$ cat src/rtl/seq_detector_param.sv
// Serial pattern detector with a runtime-programmable pattern of 1..MAX_LEN bits.
// Optional saturating match counter is built when SEQDET_MATCH_CNT_EN is defined.
module seq_detector_param #(
  parameter int MAX_LEN = 8,
  parameter int LEN_W   = $clog2(MAX_LEN) + 1,
  parameter int CNT_W   = 16
) (
  input  logic               clk,
  input  logic               rst,
  input  logic               cfg_load,
  input  logic [MAX_LEN-1:0] cfg_pattern,
  input  logic [LEN_W-1:0]   cfg_len,
  input  logic               cfg_overlap,
  input  logic               in_valid,
  input  logic               in_bit,
  output logic               detected,
  output logic [CNT_W-1:0]   match_count
);

  localparam logic [LEN_W-1:0]   LEN_MAX = LEN_W'(MAX_LEN);
  localparam logic [LEN_W-1:0]   LEN_RST = LEN_W'(3);
  localparam logic [MAX_LEN-1:0] PAT_RST = MAX_LEN'(3'b110);

  logic [MAX_LEN-1:0] pat_q;
  logic [LEN_W-1:0]   len_q;
  logic               overlap_q;
  // The oldest bit falls off on every shift and is never compared, so only
  // MAX_LEN-1 bits of history need to be stored.
  logic [MAX_LEN-2:0] hist_q;
  logic [LEN_W-1:0]   fill_q;

  logic [MAX_LEN-1:0] hist_shift;
  logic [MAX_LEN-1:0] mask;
  logic [LEN_W-1:0]   fill_inc;
  logic [LEN_W-1:0]   len_clamped;
  logic               match;

  // NOTE: every signal written here gets a default first, so no path can leave
  // one unassigned and infer a latch.
  always_comb begin
    len_clamped = cfg_len;
    if (cfg_len == '0) begin
      len_clamped = LEN_W'(1);
    end else if (cfg_len > LEN_MAX) begin
      len_clamped = LEN_MAX;
    end

    hist_shift = {hist_q, in_bit};
    fill_inc   = (fill_q == LEN_MAX) ? fill_q : fill_q + LEN_W'(1);

    mask = '0;
    for (int i = 0; i < MAX_LEN; i++) begin
      mask[i] = (LEN_W'(i) < len_q);
    end

    // Only the low len bits take part; pattern bits above len are don't-care.
    match = in_valid && (fill_inc >= len_q) &&
            ((hist_shift & mask) == (pat_q & mask));
  end

  // NOTE: sequential state uses non-blocking assignments so every register
  // samples the pre-edge values regardless of statement order.
  always_ff @(posedge clk) begin
    if (rst) begin
      pat_q     <= PAT_RST;
      len_q     <= LEN_RST;
      overlap_q <= 1'b1;
      hist_q    <= '0;
      fill_q    <= '0;
      detected  <= 1'b0;
    end else if (cfg_load) begin
      pat_q     <= cfg_pattern;
      len_q     <= len_clamped;
      overlap_q <= cfg_overlap;
      hist_q    <= '0;
      fill_q    <= '0;
      detected  <= 1'b0;
    end else begin
      detected <= match;
      if (in_valid) begin
        hist_q <= hist_shift[MAX_LEN-2:0];
        // Non-overlapping mode restarts filling so the next match needs len fresh bits.
        fill_q <= (match && !overlap_q) ? '0 : fill_inc;
      end
    end
  end

`ifdef SEQDET_MATCH_CNT_EN
  logic [CNT_W-1:0] cnt_q;

  always_ff @(posedge clk) begin
    if (rst || cfg_load) begin
      cnt_q <= '0;
    end else if (match && (cnt_q != '1)) begin
      cnt_q <= cnt_q + CNT_W'(1);
    end
  end

  assign match_count = cnt_q;
`else
  assign match_count = '0;
`endif

endmodule
$ cat config.mk
export PLATFORM = sky130hd
export DESIGN_NAME = seq_detector_param
export DESIGN_NICKNAME = d
export VERILOG_FILES = /design/src/rtl/seq_detector_param.sv
export SDC_FILE = /design/constraint.sdc
export NUM_CORES = 1
export LEC_CHECK = 0
export BUFFER_PORTS_ARGS = -buffer_cell sky130_fd_sc_hd__clkbuf_2
export CAP_MARGIN = 20
export CORE_ASPECT_RATIO = 0.75
export CORE_UTILIZATION = 45
export CTS_BUF_LIST = sky130_fd_sc_hd__clkbuf_4 sky130_fd_sc_hd__clkbuf_8 sky130_fd_sc_hd__clkbuf_16
export CTS_CLUSTER_SIZE = 12
export DETAILED_ROUTE_END_ITERATION = 6
export PLACE_DENSITY = 0.69
export SETUP_SLACK_MARGIN = 0.1
export SLEW_MARGIN = 10
export SYNTH_ARGS = -nofsm -noshare
export SYNTH_HDL_FRONTEND = slang
export SYNTH_SLANG_ARGS = --single-unit
$ cat constraint.sdc
create_clock -name clk -period 6.8 [get_ports clk]
set_input_delay 0.68 -clock clk [delete_from_list [all_inputs] [get_ports clk]]
set_output_delay 0.68 -clock clk [all_outputs]
set_load 0.005 [all_outputs]
==> results.md <==
- Status: complete, no violations
- First DRT Iteration DRCs: 39
- Yosys top cell by area: dfxtp_1
- CP Data Arrival Time: 2760 ps
- CP endpoint kind: flip-flop
- Power per Cell Area: 193 mW/mm^2
- Cts bufs inserted: 3
- Number of inserted diodes: 0
- Post-detailed-route count of antenna-violating nets: 0
- Cells after Synth: 162
- Crit share post-route: 37.8%
- Skew final: 4.30 ps
- Number of clock sinks: 25
- CP Cell Sequence: inv_1, ha_1, and3b_1, xnor2_1, ha_1, nand2b_1, a2111oi_2, nor3_1, and3_4, o32ai_2
- Clock-pin slew on the worst setup and hold paths: 90 ps
- Setup Viol. Count Final: 0
- Final Hold Fails: 0
- IO Port Bufs: 18
- Dominant synthesized flop cell: dfxtp_1
- I/O Pins: 35
- Yosys warns: 0
- Yosys reg bits: 25
- # hold bufs at CTS: 0
- Slew Limit Fails: 0
- Commonest cells after routing, fill and taps aside: 25 x dfxtp_1, 21 x nor2_1, 18 x mux2i_1, 18 x clkbuf_2, 16 x conb_1
- Wire per inst: 11.7 um
- Most common cell after layout, fill and taps aside: dfxtp_1
- DP Wirelength: 2000 um
- DR vias: 1046
- Share of post-route cells with drive strength above 1: 15.4%
- CTS Buffer Depth: 2
- CTS tree: done
- CTS root buf: clkbuf_8
- Post-layout min period: 2570 ps
- Startpoint types: flip-flop
- RSZ-0062 raised after global routing: no
- Initial Util: 48.0%
- Post-synth EDFFs: 0
- Drt first pass iters: 6
- FMAX: 389 MHz
- Die height: 51.0 um
- Routability Congestion: 0.808
- Largest net degree at the start of global routing: 17
- Post-CTS resize count: 0
- CP Max Fanout: 6
- Max-cap check violation count: 0
- Nets: 200
- Slowest stage delay, CP: 420 ps
- Top cell type's share of synthesized area: 34.8%
- Vias in the first global route: 910
- Worst-Skew Late Latency: 270 ps
- Global-route wire length before repair: 4110 um
- FP Rows: 17
- Synth cell types: 34
- GRT overflow: 0
- Core ar.: 0.00300 mm^2
- Kind of critical path: flip-flop to flip-flop
- # DRC: 0
- Synth area leaders: dfxtp_1 35%, mux2i_1 13%, buf_4 8.3%, nor2_1 5.5%, ha_1 5.2%
- Reg2reg setup slack: 4230 ps
- Asr flop ratio synth: 0%
- Leak: 0.688 nW
- Post-CTS Setup Inserts: 0
- Worst Hold Class: flip-flop to flip-flop
- Worst IR Drop VDD: 0.000136 V
- Die Wd: 67.3 um
- CP dominant cell by count: ha_1
- Vias/cell: 4.91
- Synthesis-to-layout area growth: 5.74%
- Setup TNS Final: 0 ps
- Seq/Total Area, Yosys: 34.8%
- Initial antenna violation count: 0
- H-tree levels: 1
- Mapped cell area: 0.00144 mm^2
- WL final: 2500 um
- Average size of a mapped cell: 8.88 um^2
- Pwr Total: 0.294 mW
- Die Area: 0.00343 mm^2
- Crit-path slowest cell: dfxtp_1
- GRT Util Overall: 16.0%
- WP data required: 6990 ps
## critical path, delay by kind of cell, from the launching register on
kind,cells,cell delay [ps]
adder cells (fa/ha/maj),2,490
flip-flops,1,420
buffers and inverters,1,110
AND/OR/NAND/NOR,4,680
XOR/XNOR,1,230
AO/OA/AOI/OAI,2,570
## Yosys cell counts (3+ instances only)
cell	n
dfxtp_1	25
nor2_1	21
mux2i_1	18
buf_4	16
nand2_1	12
inv_1	9
xnor2_1	8
ha_1	6
a21oi_1	5
nor3_1	5
clkbuf_1	4
a211oi_1	3
buf_2	3
xor2_1	3
## flip-flops by register name, indices dropped and copies added, names as in the netlist
register and cells:
fill_q 4, hist_q 7, detected 1, pat_q 8, overlap_q 1, len_q 4
## cell type report
cell class | instances | area (um^2)
Clock buffer | 3 | 41.3
Clock inverter | 1 | 8.76
Fill cell | 282 | 1480
Inverter | 9 | 33.8
Multi-Input combinational cell | 119 | 800
Sequential cell | 25 | 500
Tap cell | 38 | 47.5
Timing Repair Buffer | 18 | 90.1
## report_power, final
part           leakage, nW  switching (mW)  internal (mW)  total, mW
Combinational        0.457          0.0220         0.0196     0.0417
Clock               0.0261          0.0503         0.0429     0.0932
Sequential           0.205         0.00743          0.152      0.159
Total                0.688          0.0797          0.215      0.294
## routing by layer
layer	global-route usage, %	share of wire [%]	wire length [um]	up-vias
met5	0	0	0	-
met4	3.19	0.32	8	0
met3	4.69	4.7	117	2
met2	25.2	48	1200	24
met1	21.6	47	1170	477
li1	-	-	-	543
## worst paths after layout
check                 start         to  cells after the start
setup / recovery  fill_q[0]  fill_q[0]                     10
hold / removal     pat_q[1]   pat_q[1]                      2
setup reg to reg  fill_q[0]  fill_q[0]                     10
hold reg to reg    pat_q[1]   pat_q[1]                      2
## kinds of logic (layout without fill, tap and decap cells)
logic type               Yosys count  in the layout  synth area share (%)
AO/OA/AOI/OAI                     21             21                  11.3
XOR/XNOR                          11             11                  6.70
adder cells (fa/ha/maj)            6              6                  5.22
buffers and inverters             33             31                  13.6
flip-flops                        25             25                  34.8
multiplexers                      18             18                  12.5
other                              1             16                 0.261
AND/OR/NAND/NOR                   47             47                  15.7
## through the flow
| step | instance area (um^2) | hold WS (ps) | utilization, % | setup slack, ps | cells |
|---|---|---|---|---|---|
| 2_1_floorplan | 1500 | 462 | - | 4410 | 177 |
| 3_3_place_gp | 1470 | 486 | 49.1 | 4330 | 209 |
| 3_5_place_dp | 1470 | 492 | 49.1 | 4230 | 209 |
| 4_1_cts | 1520 | 518 | 50.7 | 4210 | 213 |
| 5_1_grt | 1520 | 558 | 50.7 | 4080 | 213 |
| 6_report | 1520 | 512 | 50.7 | 4230 | 213 |
(Power assumes the default switching activity.)
